$ cat src/rtl/psx_pad_responder.sv
// PSX pad protocol sequencer: tracks one poll per port and decides ack/reply per command byte.
// Replies and acks leave through a fixed two-stage pipeline so RAM data can be fetched in between.
module psx_pad_responder #(
    parameter int LAST_DIGITAL = 4,
    parameter int LAST_ANALOG  = 8
) (
    input  logic       clk,
    input  logic       reset,
    input  logic [1:0] cmd_port,
    input  logic [4:0] cmd_index,
    input  logic [7:0] cmd_byte,
    input  logic       cmd_strobe,
    input  logic [3:0] analog_mode,
    output logic [4:0] ram_addr,
    input  logic [7:0] ram_data,
    output logic [1:0] reply_port,
    output logic [7:0] reply_byte,
    output logic       reply_strobe,
    output logic [1:0] ack_port,
    output logic       ack_strobe,
    output logic [7:0] port_state
);

    // Strobe semantics: cmd_* are valid only in the cycle cmd_strobe is high. There is
    // no back-pressure; reply_strobe/ack_strobe pulse exactly two cycles after the strobe.
    typedef enum logic [1:0] {
        ST_IDLE      = 2'd0,
        ST_ADDRESSED = 2'd1,
        ST_POLL      = 2'd2,
        ST_IGNORE    = 2'd3
    } pad_state_t;

    pad_state_t state_q [4];
    logic [3:0] analog_q;

    pad_state_t cur_state;
    pad_state_t next_state;
    logic       next_analog;
    logic [4:0] last_index;
    logic       respond;
    logic       is_data;
    logic [7:0] const_byte;
    logic [4:0] addr_q;

    logic       s1_valid;
    logic [1:0] s1_port;
    logic       s1_data;
    logic [7:0] s1_const;

    assign cur_state  = state_q[cmd_port];
    assign last_index = analog_q[cmd_port] ? 5'(LAST_ANALOG) : 5'(LAST_DIGITAL);

    // State register: only the addressed port moves, so interleaved ports stay independent.
    always_ff @(posedge clk or posedge reset) begin
        if (reset) begin
            for (int i = 0; i < 4; i++) state_q[i] <= ST_IDLE;
            analog_q <= 4'b0000;
        end else if (cmd_strobe) begin
            state_q[cmd_port]  <= next_state;
            analog_q[cmd_port] <= next_analog;
        end
    end

    always_comb begin
        next_state  = cur_state;
        next_analog = analog_q[cmd_port];
        if (cmd_index == 5'd0) begin
            next_state = (cmd_byte == 8'h01) ? ST_ADDRESSED : ST_IGNORE;
        end else if (cmd_index == 5'd1) begin
            if (cur_state == ST_ADDRESSED && cmd_byte == 8'h42) begin
                next_state  = ST_POLL;
                next_analog = analog_mode[cmd_port];
            end else if (cur_state != ST_IDLE) begin
                next_state = ST_IGNORE;
            end
        end else if (cur_state == ST_POLL && cmd_index == last_index) begin
            next_state = ST_IDLE;
        end
    end

    always_comb begin
        respond    = 1'b0;
        is_data    = 1'b0;
        const_byte = 8'hFF;
        if (cmd_index == 5'd0) begin
            if (cmd_byte == 8'h01) begin
                respond    = 1'b1;
                const_byte = analog_mode[cmd_port] ? 8'h73 : 8'h41;
            end
        end else if (cmd_index == 5'd1) begin
            if (cur_state == ST_ADDRESSED && cmd_byte == 8'h42) begin
                respond    = 1'b1;
                const_byte = 8'h5A;
            end
        end else if (cur_state == ST_POLL && cmd_index < last_index) begin
            respond = 1'b1;
            is_data = 1'b1;
        end
    end

    // Address is combinational in the strobe cycle so RAM data lands in time for stage 2.
    assign ram_addr = cmd_strobe ? {cmd_port, 3'(cmd_index - 5'd2)} : addr_q;

    always_ff @(posedge clk or posedge reset) begin
        if (reset) begin
            addr_q   <= 5'd0;
            s1_valid <= 1'b0;
            s1_port  <= 2'd0;
            s1_data  <= 1'b0;
            s1_const <= 8'hFF;
        end else begin
            s1_valid <= cmd_strobe & respond;
            if (cmd_strobe) begin
                addr_q   <= ram_addr;
                s1_port  <= cmd_port;
                s1_data  <= is_data;
                s1_const <= const_byte;
            end
        end
    end

    always_ff @(posedge clk or posedge reset) begin
        if (reset) begin
            reply_strobe <= 1'b0;
            ack_strobe   <= 1'b0;
            reply_port   <= 2'd0;
            ack_port     <= 2'd0;
            reply_byte   <= 8'hFF;
        end else begin
            reply_strobe <= s1_valid;
            ack_strobe   <= s1_valid;
            if (s1_valid) begin
                reply_port <= s1_port;
                ack_port   <= s1_port;
                reply_byte <= s1_data ? ram_data : s1_const;
            end
        end
    end

    always_comb begin
        for (int i = 0; i < 4; i++) port_state[2*i +: 2] = state_q[i];
    end

endmodule

$ cat config.mk
export PLATFORM = sky130hd
export DESIGN_NAME = psx_pad_responder
export DESIGN_NICKNAME = d
export VERILOG_FILES = /design/src/rtl/psx_pad_responder.sv
export SDC_FILE = /design/constraint.sdc
export NUM_CORES = 1
export LEC_CHECK = 0
export BUFFER_PORTS_ARGS = -buffer_cell sky130_fd_sc_hd__buf_2
export CAP_MARGIN = 20
export CORE_MARGIN = 2
export CORE_UTILIZATION = 45
export DETAILED_ROUTE_END_ITERATION = 7
export PLACE_DENSITY = 0.74
export REMOVE_ABC_BUFFERS = 1
export SLEW_MARGIN = 25
export SYNTH_ARGS = -nofsm -noshare
export SYNTH_HDL_FRONTEND = slang
export SYNTH_SLANG_ARGS = --single-unit
$ cat constraint.sdc
create_clock -name clk -period 2.3 [get_ports clk]
set_input_delay 0.46 -clock clk [delete_from_list [all_inputs] [get_ports clk]]
set_output_delay 0.46 -clock clk [all_outputs]
set_load 0.05 [all_outputs]
==> results list <==
* CP endpoint kind: register
- The number of global-route vias before repair is 1272.
* Actual transition at the worst max-transition pin: 567 ps
- Total CTS buffers: 5
- Total I/O pin count: 57
* Initial core utilization: 0.463
- The pre-antenna-repair detailed-routing pass consisted of 4 iterations.
- After clock tree synthesis, the clock-pin slew on the worst setup and hold paths is 80 ps.
- After detailed routing, the met2 layer carries 1750 µm of wire.
- Part of the power in registers: 0.385
- Number of distinct standard cells referenced by the synthesized netlist: 43
- The worst setup path is launched from a register.
- Vias per cell: 5.32
- RePlAce Congestion: 0.779
- The final-report max-slew violation count was 0.
- Clk Latency, worst-skew pair: 290 ps
* WP data required: 2470 ps
* Clock tree from TritonCTS: done
* Synthesis-stage register bit count: 37
- The worst path meets setup with 20.2 ps of slack.
* Total wire length: 3860 µm
- Number of enable flip-flop cells after synthesis: 0
- The worst hold path belongs to the class in2async.
- Post-place setup slack: -270 ps
- After the last flow step, the layout net total stands at 258.
* Met1 Wirelength: 1780 µm
* Synthesized netlist cell count: 165
- Number of antenna violations at the first check in global routing: 0
* Ys flop type: sky130_fd_sc_hd__dfrtp_1
* Ratio of final minimum period to clock period: 0.991
* Share of synthesized registers carrying an async set or reset: 1.00
* Core region area: 3940 µm²
* Seq/Total Area, Yosys: 0.516
- Synth-to-layout area growth: 24.1%
- After synthesis, the cell types taking the most area are sky130_fd_sc_hd__dfrtp_1 33%, sky130_fd_sc_hd__dfstp_2 19%, sky130_fd_sc_hd__mux2_2 4.3%.
- Pwr dens: 1100 nW/µm²
- The die covers 4580 µm².
- Measured against its own limit, the worst slew margin works out to 0.622.
- Clock tree root buffer cell: sky130_fd_sc_hd__clkbuf_8
- For this run, the top clock speed supported by timing is 439 MHz.
- # Max-Cap Violations: 0
- Site row count: 23
- Avg Inst Size Synth: 11.1 µm²
- Net switching component of the power: 0.00113 W
* Final worst path period need: 2280 ps
- Chip Width: 67.7 µm
- Summed over all cells, the static leakage comes to 1.10 nW.
- Hold Buf Count CTS: 0
* Residual DRC count: 0
- Setup clock skew after layout: 7.40 ps
* Part of the power in combinational logic: 0.432
* Maximum number of pins on one net before global-route repair: 38
- Signal routing reaches up to met4.
- 0 antenna diodes ended up in the layout.
- Total internal power: 0.00135 W
- Largest fanout on the critical path: 4
- Share of the synthesized area in the top cell type: 0.329
- The floorplan step set the die height to 67.7 µm.
* Via count: 1475
- Share of total power in the clock network: 0.183
* Final setup violation count: 0
- Fraction of power spent switching nets: 0.457
- Worst voltage drop across the vdd grid: 0.762 mV
* Setup repair after global routing missed its margin: yes
* Overflow after GRT: 0
* Final Hold Violating Endpoints: 0
- Global-route wire length before repair: 5980 µm
* Met3 wire length: 263 µm
- In the final layout, the share of cells above drive strength 1 is 0.454.
- In this run the deepest clock path goes through 2 buffers.
* H-tree Lvls: 2
- Summed over all nets, the half-perimeter wirelength after detailed placement is 2930 µm.
- Type of the worst setup path: reg2reg
- The flow ran to the end, and the final reports show no timing, DRC or antenna violations.
- Clock Sink Count: 37
- Mapped cell area: 1830 µm²
- After detailed routing, the average wire length per cell comes to 13.9 µm.
- At the worst endpoint, the arrival time is 2450 ps.
* Library cell occupying the most area in the post-synthesis netlist: sky130_fd_sc_hd__dfrtp_1
- Global-route usage over all layers: 0.179
* PortBufs: 56
* Final Total Pwr: 0.00248 W
* Count of routing violations after the opening detailed-route iteration: 68
* Count of antenna-violating nets left after detailed routing: 0
- Setup Buffers After CTS: 0
- Yosys synthesis warning count: 0
==> cells in the final DEF (no fill, tap or decap), types with 2 or more instances in the layout <==
| cell | instances |
|---|---|
| sky130_fd_sc_hd__buf_2 | 56 |
| sky130_fd_sc_hd__dfrtp_1 | 24 |
| sky130_fd_sc_hd__o21ai_0 | 15 |
| sky130_fd_sc_hd__nand2_1 | 13 |
| sky130_fd_sc_hd__dfstp_2 | 13 |
| sky130_fd_sc_hd__inv_1 | 12 |
| sky130_fd_sc_hd__a21oi_1 | 12 |
| sky130_fd_sc_hd__nor2_1 | 10 |
| sky130_fd_sc_hd__buf_4 | 8 |
| sky130_fd_sc_hd__mux2_2 | 7 |
| sky130_fd_sc_hd__clkbuf_8 | 5 |
| sky130_fd_sc_hd__nor4_1 | 4 |
| sky130_fd_sc_hd__mux2i_1 | 4 |
| sky130_fd_sc_hd__mux4_2 | 3 |
| sky130_fd_sc_hd__mux2_1 | 3 |
| sky130_fd_sc_hd__o21ai_1 | 3 |
| sky130_fd_sc_hd__nand4b_1 | 2 |
| sky130_fd_sc_hd__nor3_1 | 2 |
| sky130_fd_sc_hd__inv_2 | 2 |
| sky130_fd_sc_hd__or2_2 | 2 |
| sky130_fd_sc_hd__o2bb2ai_1 | 2 |
| sky130_fd_sc_hd__ha_1 | 2 |
==> synthesized netlist by cell type, types with 3 or more instances <==
library cell and count:
sky130_fd_sc_hd__inv_1 13, sky130_fd_sc_hd__o21ai_0 15, sky130_fd_sc_hd__dfstp_2 13, sky130_fd_sc_hd__a21oi_1 12
sky130_fd_sc_hd__mux2i_1 4, sky130_fd_sc_hd__nor2_1 10, sky130_fd_sc_hd__dfrtp_1 24, sky130_fd_sc_hd__clkbuf_1 5
sky130_fd_sc_hd__o21ai_1 3, sky130_fd_sc_hd__buf_4 3, sky130_fd_sc_hd__mux2_1 3, sky130_fd_sc_hd__nor4_1 4
sky130_fd_sc_hd__nand2_1 13, sky130_fd_sc_hd__mux2_2 7
==> stage by stage <==
| step | cells | hold WS, ps | area (µm²) | utilization | TNS (ps) |
|---|---|---|---|---|---|
| floorplan | 155 | 443 | 1770 | - | -191 |
| finish | 277 | 256 | 2270 | 0.575 | 0 |
| CTS | 277 | 273 | 2270 | 0.575 | 0 |
| detailed placement | 269 | 474 | 2170 | 0.551 | -1030 |
| global placement | 269 | 460 | 2170 | 0.551 | -920 |
| global route | 277 | 308 | 2270 | 0.575 | -300 |
==> registers in the layout, summed over array words and instances, names as in the netlist <==
name        cells
s1_valid        1
s1_port         2
analog_q        4
port_state      8
reply_port      2
s1_const        5
reply_byte      8
addr_q          5
s1_data         1
ack_strobe      1
==> what timing repair did <==
item                       4_1_cts  5_1_grt
resized for setup                3        0
pin swaps                        0        1
setup endpoints to repair        4        4
gates cloned                     0        0
==> worst max-delay path, cell delays in order (launching register included) <==
cell and delay [ps]:
sky130_fd_sc_hd__dfrtp_1 390, sky130_fd_sc_hd__mux4_2 480, sky130_fd_sc_hd__inv_2 70, sky130_fd_sc_hd__ha_1 110, sky130_fd_sc_hd__or4bb_1 460, sky130_fd_sc_hd__or4_4 440, sky130_fd_sc_hd__o211ai_4 120, sky130_fd_sc_hd__mux2i_1 100
==> kinds of logic after synthesis <==
family          share of synthesized area
xor+xnor                          0.00480
flops                               0.516
mux                                 0.137
fa+ha+maj                          0.0137
buf+inv                            0.0603
compound gates                      0.125
simple gates                        0.143
==> area by class of cell <==
cell class | count | area [µm²]
Sequential cell | 37 | 942
Multi-Input combinational cell | 104 | 778
Fill cell | 354 | 1680
Tap cell | 50 | 62.6
Clock inverter | 3 | 21.3
Clock buffer | 5 | 68.8
Inverter | 14 | 52.6
Timing Repair Buffer | 64 | 340
==> final timing paths <==
| check | startpoint | to | slack (ps) | cells after the start |
|---|---|---|---|---|
| setup / recovery | analog_q[2] | port_state[1] | 20 | 7 |
| hold / removal | reset | ack_strobe | 260 | 3 |
| setup reg to reg | analog_q[2] | port_state[1] | 20 | 7 |
| hold reg to reg | s1_const[2] | s1_const[2] | 480 | 1 |
| max in group asynchronous | reset | reply_byte[7] | 1680 | 3 |
| min in group clk | ram_data[6] | reply_byte[6] | 400 | 2 |
==> power groups by stage <==
| stage | Sequential (W) | Clock (W) | Combinational (W) |
|---|---|---|---|
| global placement | 0.000962 | 0 | 0.00105 |
| detailed placement | 0.000965 | 0 | 0.00107 |
| finish | 0.000956 | 0.000455 | 0.00107 |
| CTS | 0.000957 | 0.000477 | 0.00108 |
| global route | 0.000974 | 0.000495 | 0.00113 |
| floorplan | 0.00147 | 0 | 0.000283 |
==> layer usage <==
| layer | global-route usage | vias up |
|---|---|---|
| met4 | 0.0740 | 0 |
| li1 | - | 704 |
| met2 | 0.268 | 63 |
| met1 | 0.243 | 701 |
| met3 | 0.0500 | 7 |
| met5 | 0 | - |
Power figures use the tool's default switching activity.
